===== config.mk =====
export PLATFORM = sky130hd
export DESIGN_NAME = led_seq_ctrl
export DESIGN_NICKNAME = d
export VERILOG_FILES = /design/src/rtl/led_seq_pkg.sv /design/src/rtl/btn_debounce.sv /design/src/rtl/led_seq_ctrl.sv
export SDC_FILE = /design/constraint.sdc
export NUM_CORES = 1
export LEC_CHECK = 0
export CORE_MARGIN = 3
export CORE_UTILIZATION = 35
export CTS_CLUSTER_SIZE = 10
export DETAILED_ROUTE_END_ITERATION = 10
export PLACE_DENSITY_LB_ADDON = 0.15
export RECOVER_POWER = 100
export SETUP_SLACK_MARGIN = 0.1
export SYNTH_ARGS = -nofsm -noshare
export SYNTH_HDL_FRONTEND = slang
export SYNTH_SLANG_ARGS = --single-unit

===== constraint.sdc =====
create_clock -name CLK -period 2.1 [get_ports CLK]
set_input_delay 0.42 -clock CLK [delete_from_list [all_inputs] [get_ports CLK]]
set_output_delay 0.42 -clock CLK [all_outputs]
set_load 0.01 [all_outputs]

===== src/rtl/led_seq_pkg.sv =====
// Shared types and helpers for the LED pattern sequencer.
package led_seq_pkg;

  typedef enum logic [1:0] {
    MODE_BLINK  = 2'd0,
    MODE_CHASE  = 2'd1,
    MODE_BOUNCE = 2'd2,
    MODE_ALL_ON = 2'd3
  } mode_e;

  localparam int NLEDS_DEFAULT = 5;

  function automatic logic [7:0] onehot8(input logic [2:0] idx);
    onehot8 = 8'd1 << idx;
  endfunction

endpackage


===== src/rtl/btn_debounce.sv =====
// Button synchronizer, stability debouncer and rising-edge pulse.
module btn_debounce #(
  parameter int DEBOUNCE_BITS = 16
) (
  input  logic CLK,
  input  logic RESETN,
  input  logic I,
  output logic O,
  output logic RISE
);

  logic                     s1_q, s2_q, lvl_q, rise_q;
  logic [DEBOUNCE_BITS-1:0] cnt_q;

  // The counter only runs while the synced input disagrees with the accepted level.
  always_ff @(posedge CLK or negedge RESETN) begin
    if (!RESETN) begin
      s1_q   <= 1'b0;
      s2_q   <= 1'b0;
      lvl_q  <= 1'b0;
      rise_q <= 1'b0;
      cnt_q  <= '0;
    end else begin
      s1_q   <= I;
      s2_q   <= s1_q;
      rise_q <= 1'b0;
      if (s2_q == lvl_q) begin
        cnt_q <= '0;
      end else if (&cnt_q) begin
        lvl_q  <= s2_q;
        cnt_q  <= '0;
        rise_q <= s2_q;
      end else begin
        cnt_q <= cnt_q + 1'b1;
      end
    end
  end

  assign O    = lvl_q;
  assign RISE = rise_q;

endmodule


===== src/rtl/led_seq_ctrl.sv =====
// LED pattern sequencer: prescaler tick, button-driven mode FSM, registered LED decode.
// Optional build macro LED_SEQ_PWM_EN: 25% duty gating of D in ALL_ON mode.
module led_seq_ctrl
  import led_seq_pkg::*;
#(
  parameter int TICK_BITS     = 22,
  parameter int DEBOUNCE_BITS = 16,
  parameter int NLEDS         = NLEDS_DEFAULT
) (
  input  logic             CLK,
  input  logic             RESETN,
  input  logic             BTN,
  input  logic             EN,
  output logic [NLEDS-1:0] D,
  output logic [1:0]       MODE,
  output logic             TICK
);

  localparam logic [2:0] LAST = 3'(NLEDS - 1);

  logic                 btn_lvl, btn_rise, adv;
  logic [TICK_BITS-1:0] pre_q, pre_d;
  mode_e                mode_q, mode_d;
  logic [2:0]           pos_q, pos_d;
  logic                 dir_q, dir_d;
  logic                 phase_q, phase_d;
  logic [NLEDS-1:0]     d_q, d_d;
  logic                 gate_on;

  btn_debounce #(.DEBOUNCE_BITS(DEBOUNCE_BITS)) u_btn (
    .CLK   (CLK),
    .RESETN(RESETN),
    .I     (BTN),
    .O     (btn_lvl),
    .RISE  (btn_rise)
  );

  assign adv  = btn_rise & btn_lvl;
  assign TICK = EN & (&pre_q);

`ifdef LED_SEQ_PWM_EN
  logic [1:0] pwm_q, pwm_d;
  assign pwm_d   = pwm_q + 2'd1;
  assign gate_on = (pwm_d == 2'd0);

  always_ff @(posedge CLK or negedge RESETN) begin
    if (!RESETN) pwm_q <= 2'd0;
    else         pwm_q <= pwm_d;
  end
`else
  assign gate_on = 1'b1;
`endif

  always_comb begin
    pre_d   = pre_q;
    mode_d  = mode_q;
    pos_d   = pos_q;
    dir_d   = dir_q;
    phase_d = phase_q;
    // A mode advance restarts the step timebase and discards any coincident tick.
    if (adv) begin
      mode_d  = mode_e'(mode_q + 2'd1);
      pre_d   = '0;
      pos_d   = '0;
      dir_d   = 1'b1;
      phase_d = 1'b0;
    end else begin
      if (EN) pre_d = pre_q + 1'b1;
      if (TICK) begin
        case (mode_q)
          MODE_BLINK: phase_d = ~phase_q;
          MODE_CHASE: pos_d = (pos_q == LAST) ? 3'd0 : pos_q + 3'd1;
          MODE_BOUNCE: begin
            if (dir_q) begin
              if (pos_q == LAST) begin
                pos_d = pos_q - 3'd1;
                dir_d = 1'b0;
              end else begin
                pos_d = pos_q + 3'd1;
              end
            end else begin
              if (pos_q == 3'd0) begin
                pos_d = 3'd1;
                dir_d = 1'b1;
              end else begin
                pos_d = pos_q - 3'd1;
              end
            end
          end
          default: ;
        endcase
      end
    end

    d_d = '0;
    case (mode_d)
      MODE_BLINK:               d_d = phase_d ? '1 : '0;
      MODE_CHASE, MODE_BOUNCE:  d_d = NLEDS'(onehot8(pos_d));
      default:                  d_d = gate_on ? '1 : '0;
    endcase
  end

  always_ff @(posedge CLK or negedge RESETN) begin
    if (!RESETN) begin
      pre_q   <= '0;
      mode_q  <= MODE_BLINK;
      pos_q   <= '0;
      dir_q   <= 1'b1;
      phase_q <= 1'b0;
      d_q     <= '0;
    end else begin
      pre_q   <= pre_d;
      mode_q  <= mode_d;
      pos_q   <= pos_d;
      dir_q   <= dir_d;
      phase_q <= phase_d;
      d_q     <= d_d;
    end
  end

  assign D    = d_q;
  assign MODE = mode_q;

endmodule


**Word-level counts from Yosys, hierarchy flattened**

Index checks and enable logic that the tools add are counted.

- Register bits: 54
- Word-level logic and storage cells: 63

- Add/sub/neg operators: 5
- Eq/ne operators: 6
- Shift-type cells: 1
- Multiplexer cells: 25
- Bitwise operators: 4
- Reduce and logical (&&, ||, !) cells: 11

Operators by type and width:

| cell | number |
|---|---|
| 22-bit 2-to-1 mux | 2 |
| 16-bit 2-to-1 mux | 2 |
| 22-bit by 1-bit adder with 22-bit output (second input constant) | 1 |
| 22-bit AND reduction | 1 |
| 3-bit 2-to-1 mux | 6 |
| 17-bit AND reduction | 1 |
| 16-bit by 1-bit adder with 16-bit output (second input constant) | 1 |
| 16-bit AND reduction | 1 |
| 1-bit 2-to-1 mux | 11 |
| 5-bit case mux with 2 select lines | 1 |
| 3-bit case mux with 2 select lines | 1 |
| 2-bit nonzero test | 3 |
| 5-bit 2-to-1 mux | 1 |
| 1-bit by 3-bit << shifter with 5-bit output (first input constant) | 1 |
| 2-bit by 1-bit == test with 1-bit output (second input constant) | 2 |
| 2-bit == test (second input constant) | 2 |
| 2-bit zero test | 2 |
| 3-bit by 1-bit adder with 3-bit output (second input constant) | 1 |
| 3-bit == test (second input constant) | 1 |
| 3-bit zero test | 1 |
| 3-bit by 1-bit subtractor with 3-bit output (second input constant) | 1 |
| 2-bit by 1-bit adder with 2-bit output (second input constant) | 1 |
| 1-bit bitwise AND | 2 |
| 2-bit 2-to-1 mux | 1 |
| 4 further kinds | 5 |

**Longest topological paths before layout**

Gate-level depths: netlist of run 1.

- Depth in word-level cells: 8
- Mapped depth: 9
- Mapped depth without buffers: 9

**Hierarchy**

A second synthesis of run 1 with hierarchy kept.

- Cells, all modules: 283
- Area total of the unflattened synthesis: 2880.3 µm²

Modules (own cells, without submodules):

| module | times used | cells an instance | area each (µm²) | sequential area each (µm²) |
|---|---|---|---|---|
| led_seq_ctrl | 1 | 196 | 1950.6 | 852.1 |
| btn_debounce | 1 | 87 | 929.6 | 500.5 |

**Worst setup path before layout of run 1**

OpenSTA, ideal clock, no wires.

- Path kind: register to register
- Start point: reg pre_q[0]
- End point: reg d_q[4] (netlist: D[4])
- Setup time: 110 ps
- Arrival time: 1974 ps
- Setup slack: 16 ps
- Cell stages (with the launch flop): 9
- Period minus slack after synthesis: 2084 ps
- Cells stage by stage: dfrtp_1 > ha_1 > nand4_2 > or3_1 > buf_2 > or4_4 > a21oi_2 > a21oi_2 > o41ai_1

- Longest elaborated chain between the ends: 6

Ends and longest elaborated chain:

| item | line | text |
|---|---|---|
| from (decl) | led_seq_ctrl.sv:22 | `logic [TICK_BITS-1:0] pre_q, pre_d;` |
| from (signal assigned) | led_seq_ctrl.sv:112 | `pre_q <= pre_d;` |
| 22-bit AND reduction | led_seq_ctrl.sv:39 | `assign TICK = EN & (&pre_q);` |
| 1-bit bitwise AND | led_seq_ctrl.sv:39 |  |
| 1-bit 2-to-1 mux | led_seq_ctrl.sv:69 | `if (TICK) begin` |
| 1-bit 2-to-1 mux | led_seq_ctrl.sv:61 | `if (adv) begin` |
| via phase_d | led_seq_ctrl.sv:26 | `logic phase_q, phase_d;` |
| 5-bit 2-to-1 mux | led_seq_ctrl.sv:97 | `MODE_BLINK: d_d = phase_d ? '1 : '0;` |
| 5-bit case mux with 2 select lines | led_seq_ctrl.sv:96 | `case (mode_d)` |
| via d_d[4] | led_seq_ctrl.sv:27 | `logic [NLEDS-1:0] d_q, d_d;` |
| to (signal assigned) | led_seq_ctrl.sv:110 | `d_q <= '0;` |
| to (signal assigned) | led_seq_ctrl.sv:117 | `d_q <= d_d;` |
| to (decl) | led_seq_ctrl.sv:27 |  |

The timed path passes the listed nets, and every way through them passes these cells.
A chain may end at the register's enable or synchronous reset.

**Worst setup path in the final report of run 1**

- Start point: reg pre_q[1]
- End point: reg d_q[1] (netlist: D[1])

Same word-level chain as after synthesis.

==> run metrics, run 1 <==
clk_lat worst skew=slightly above 0.3 ns; highest-delay cell along the critical path=or4_4; GRT Resource Usage Total=12.9%; WS Path Type=flip-flop to flip-flop; CP startpoint=pre_q[1]; n_diodes=0; WP data arrival=between 2 and 2.5 ns; Worst path depth=7; vias=between 1500 and 2000; Die Ht=93.5 µm; combinational fraction of design power=about 14%; total global routing overflow=0; share of cells above drive strength 1=~25%; Initial DRC Count=70; most common cell in the netlist=dfrtp_1; CTS Root Cell=clkbuf_8; antenna violations before repair=0; critical path peak fanout=5; port buffer count=11; number of library cell types mapped by synthesis=between 40 and 50; Synth top area share=49.5%; Mean Syn Cell Area=between 9 and 10 µm²; drc violations=0; syn nets=about 280; max-slew violations=0; TNS Setup=0 ns; CTS Buf Count=5; CTS tree=yes; crit start category=flip-flop; Leak Pwr=around 1.6 nW; Crit path max-delay family=simple AND/OR/NAND/NOR gates; min-delay worst type=flip-flop to flip-flop; Syn. warnings=0; H-tree lvl count=2; Clock power frac=29.1%; critical-path cell list=ha_2, nand4_4, or3_4, or4_4, a21oi_4, a21oi_4, o31ai_1; crit end category=flip-flop; Max VDD drop=around 300 µV; vias per cell=around 4.7; HPWL after DPL=~3600 µm; mapped cell area=about 2700 µm²; largest net degree at the start of global routing=between 50 and 60; Setup violations, final=0; first-pass detailed-route iteration total=4; FP Rows=31; first-pass GRT wire length=9140 µm; Seq/Total Area, Yosys=around half; Max Clock Skew=about 0.014 ns; ratio of total power to cell area=around 600 nW/µm²; placer congestion estimate=around 0.78; post-synth top area cell=dfrtp_1; actual slew at the worst max-slew pin=~1.4 ns; period utilisation layout=a little over nine tenths; unrepaired setup endpoints after global routing=yes; CTS Sinks=between 50 and 60; CORE AREA=~7300 µm²; FILL cells=710; top cells by area in the synthesized netlist=dfrtp_1, xor2_1, nor2_1, ha_1, xnor2_1; crit path to=D[1]; Routed WL=5170 µm; fin crit period=between 2 and 2.5 ns; Worst Path Buf+Inv=0; Min Hold Slack=~0.36 ns; Rel. slew slack=around a tenth; Initial Util=36.5%; Psw=0.561 mW; synthesis-to-layout area growth=27.2%; internal power=1.49 mW; status=complete, no violations; die area=a little under 9000 µm²; Sw Ratio=a little over a quarter; Mapped Cells=between 200 and 300; post-route ant nets=0; Ports=12; slowest cell delay on critical path=0.50 ns; Die Wd=approximately 93 µm; vias in the first global route=~2000; Reg power frac=a little under three fifths; commonest cells in the netlist=dfrtp_1, nor2_1, xor2_1, nand2_1, inv_1; Synth async-reset ratio=100%; FF-to-FF path depth=7; Post-synth EDFFs=0; worst path required time=2.32 ns; final hold violations=0; Max Clk Rate=~500 MHz; cts hold-fix bufs=0; reg2reg start=pre_q[1]; synthesized flop and latch total=54; Wirelength per Cell=between 10 and 15 µm; most numerous cell on the critical path=a21oi_4; CTS clk-pin slew, worst paths=0.11 ns; RR Endpoint=D[1]; Max Root-Sink Buffers=2; Synth Flop Type=dfrtp_1; max_cap viols=0; Nets=approximately 340; R2R Setup Slk=approximately 0.095 ns
==> cells by family after synthesis <==
logic type               Yosys count  synth area share, %
AND/OR/NAND/NOR                  116                 22.1
flip-flops                        54                 50.5
XOR/XNOR                          36                 11.8
AO/OA/AOI/OAI                     28                 6.82
buffers and inverters             23                 3.36
adder cells (fa/ha/maj)           10                 4.67
multiplexers                       2                0.794
==> cells in the final DEF (no fill, tap or decap), drive strengths merged, types with 10 or more instances in the layout <==
master	n
nand2	17
dfrtp	53
xnor2	14
inv	17
clkbuf	15
ha	10
buf	35
nor2	45
nand4	13
xor2	22
==> power groups by stage <==
| stage | sequential, mW | clock [mW] | combinational (mW) |
|---|---|---|---|
| after floorplan | 1.19 | 0 | 0.151 |
| after global placement | 1.19 | 0 | 0.290 |
| after detailed placement | 1.19 | 0 | 0.295 |
| after CTS | 1.17 | 0.620 | 0.298 |
| after global routing | 1.18 | 0.664 | 0.328 |
| final | 1.17 | 0.597 | 0.289 |
==> cell type report <==
cell class / instances / area [µm²] / area share [%]
Multi-Input combinational cell: 192 / 1380 / 40.4
Sequential cell: 54 / 1350 / 39.7
Timing Repair Buffer: 54 / 402 / 11.8
Tap cell: 99 / 124 / 3.64
Clock buffer: 5 / 68.8 / 2.02
Inverter: 16 / 60.1 / 1.76
Clock inverter: 3 / 23.8 / 0.698
==> metrics by stage <==
stage / setup WS (ns) / utilization [%] / std cells / power [mW] / cell area (µm²)
finish: 0.0954 / 46.5 / 423 / 2.05 / 3410
global route: -0.00324 / 46.5 / 423 / 2.17 / 3410
CTS: 0.0598 / 45.7 / 421 / 2.09 / 3350
detailed placement: -0.472 / 43.8 / 413 / 1.48 / 3210
global placement: -0.465 / 43.8 / 413 / 1.48 / 3210
floorplan: 0.0422 / - / 269 / 1.35 / 2690
==> state kept, by name (all words and copies together) (netlist names), 2 cells and up <==
register     flops
pos_q            3
u_btn.cnt_q     16
pre_q           22
MODE             2
D                5
==> worst min path at each step <==
stage	from	endpoint	slack, ns	depth (start not counted)
2_1_floorplan	RESETN	D[0]	0.12	0
3_3_place_gp	u_btn.s1_q	u_btn.s2_q	0.33	0
3_5_place_dp	u_btn.s1_q	u_btn.s2_q	0.34	0
4_1_cts	RESETN	u_btn.cnt_q[5]	0.09	2
5_1_grt	u_btn.s1_q	u_btn.s2_q	0.37	0
6_report	u_btn.s1_q	u_btn.s2_q	0.36	0
==> routing by layer <==
layer	vias up	track usage [%]	wire length (µm)
met1	939	18.0	2570
met3	7	2.74	152
met2	22	20.0	2350
li1	1011	-	-
met4	0	4.15	96
met5	-	0	0
==> repair_timing <==
action,CTS,global route
setup endpoints to repair,7,8
gates resized for setup,21,20
pin swaps,4,7
setup buffers,0,2
(Power assumes the default switching activity.)
==> inputs of run 2 (changes only) <==
==> constraint.sdc (replaced) <==
create_clock -name CLK -period 2.1 [get_ports CLK]
set_input_delay 0.42 -clock CLK [delete_from_list [all_inputs] [get_ports CLK]]
set_output_delay 0.42 -clock CLK [all_outputs]
set_load 0.02 [all_outputs]
==> run 2 against run 1 <==
  * Via count shrank 1.2%
  * Cell area shrank 0.18%
  * First-iteration DRC count shrank 37%
  * Routed wire length shrank 1.1%
  * Global-route usage shrank 0.54 points
==> run metrics, run 2 (synthesized netlist as in run 1, its figures left out) <==
status=complete, no violations; Max VDD drop=roughly 280 µV; Min Hold Slack=roughly 0.22 ns; final hold violations=0; CTS clk-pin slew, worst paths=0.10 ns; ratio of total power to cell area=just over 600 nW/µm²; vias per cell=between 4 and 5; Max Root-Sink Buffers=2; Die Wd=about 93 µm; post-route ant nets=0; FP Rows=31; min-delay worst type=input pin to async pin; period utilisation layout=95.1%; first-pass detailed-route iteration total=4; Worst Path Buf+Inv=1; Largest register FFs=22; placer congestion estimate=around 0.75; most frequent cells in the layout=dfrtp_1, nor2_1, buf_4; H-tree lvl count=2; final core utilization=a little under half; RR Endpoint=D[4]; crit start category=flip-flop; actual slew at the worst max-slew pin=0.951 ns; Max Clock Skew=0.00925 ns; Nets=between 300 and 400; largest net degree at the start of global routing=38; Placed Area=approximately 3200 µm²; port buffer count=11; max-slew violations=0; fin crit period=2.00 ns; WS Path Type=flip-flop to output port; GRT busiest layer=met2; highest-delay cell along the critical path=dfrtp_1; CTS Root Cell=clkbuf_8; Crit path max-delay family=simple AND/OR/NAND/NOR gates; clk_lat worst skew=0.31 ns; DP Cell Count=408; vias=between 1500 and 2000; share of cells above drive strength 1=between 20% and 30%; critical-path cell list=ha_4, nand4_4, or3_4, nor2_1, clkbuf_2; CTS Buf Count=5; Pwr Total=between 2 and 2.5 mW; Initial Util=a little over a third; HPWL after DPL=between 3000 and 4000 µm; Wirelength per Cell=12.1 µm; post-route insts no fill=approximately 420; Max Clk Rate=between 500 and 600 MHz; worst path required time=about 1.7 ns; Die Ht=between 90 and 100 µm; max_cap viols=0; GRT Resource Usage Total=12.4%; Rel. slew slack=approximately 37%; reg2reg start=pre_q[1]; antenna violations before repair=0; Initial DRC Count=44; die area=slightly below 9000 µm²; CORE AREA=between 7000 and 8000 µm²; fin area=between 3000 and 4000 µm²; first-pass GRT wire length=around 8600 µm; drc violations=0; CTS Sinks=54; met3 Usage GRT=between 2 and 2.5%; WP data arrival=1.58 ns; total global routing overflow=0; CTS tree=yes; slowest cell delay on critical path=0.40 ns; FF-to-FF path depth=8; unrepaired setup endpoints after global routing=yes; R2R Setup Slk=~0.11 ns; crit end category=output port; Ports=12; vias in the first global route=~1900; met1 Track Usage GR=16.1%; synthesis-to-layout area growth=27.0%; Setup violations, final=0; met2 usage=between 20% and 30%; Largest Register=pre_q; commonest non-fill, non-tap cell in the layout=dfrtp_1; Leak Pwr=1.55 nW; Routed WL=around 5100 µm; n_diodes=0; critical path peak fanout=2
[run 2: changes by cell type in the layout (fill, tap and decap cells not counted), moves of 2 or more]
| cell | before | now |
|---|---|---|
| and4_1 | 2 | 0 |
| and4_4 | 0 | 2 |
| buf_2 | 2 | 0 |
| buf_4 | 31 | 29 |
| nor3_1 | 1 | 3 |
[run 2: worst max path at each step]
stage	slack, ns	depth (start not counted)	startpoint	endpoint
final	0.10	5	pre_q[1]	TICK
after global routing	0.005	8	pos_q[0]	D[4]
after CTS	0.1	8	pre_q[0]	D[3]
after detailed placement	-0.50	5	EN	TICK
after global placement	-0.47	5	EN	TICK
after floorplan	0.04	8	pre_q[0]	D[4]
[run 2: layer usage]
| layer | up-vias | part of all wire [%] | routed length (µm) |
|---|---|---|---|
| met4 | 0 | 1.7 | 87 |
| met5 | - | 0 | 0 |
| li1 | 1007 | - | - |
| met3 | 6 | 1.8 | 93 |
| met2 | 13 | 47 | 2380 |
| met1 | 929 | 50 | 2550 |
[run 2: power breakdown]
group | switching [mW] | total, mW | internal (mW)
Combinational | 0.147 | 0.307 | 0.160
Sequential | 0.0659 | 1.18 | 1.11
Clock | 0.352 | 0.624 | 0.272
Total | 0.565 | 2.11 | 1.54
[run 2: repair_timing]
item                                    CTS  global route
endpoints found under the hold margin     0             0
endpoints found under the setup margin    8             7
pin swaps                                11            11
setup buffers                             3             2
hold buffers                              0             0
resized for setup                        26            18
gates cloned                              0             0
[run 2: metrics by stage]
| step | setup WS [ns] | TNS (ns) |
|---|---|---|
| floorplan | 0.0422 | 0 |
| global placement | -0.473 | -3.51 |
| detailed placement | -0.497 | -3.93 |
| CTS | 0.0957 | 0 |
| global route | 0.00528 | 0 |
| finish | 0.103 | 0 |
[run 2: layout make-up]
class	count	area (µm²)
Clock inverter	2	16.3
Sequential cell	54	1350
Clock buffer	6	82.6
Inverter	16	60.1
Timing Repair Buffer	52	389
Fill cell	704	3930
Multi-Input combinational cell	192	1380
Tap cell	99	124
[run 2: worst register-to-register path, stage by stage, from the launching register on]
cell and delay [ns]:
dfrtp_1 0.40, ha_4 0.17, nand4_4 0.07, or3_4 0.34, buf_6 0.14, or4_4 0.42, a21oi_4 0.17, a21oi_4 0.12
o41ai_2 0.06
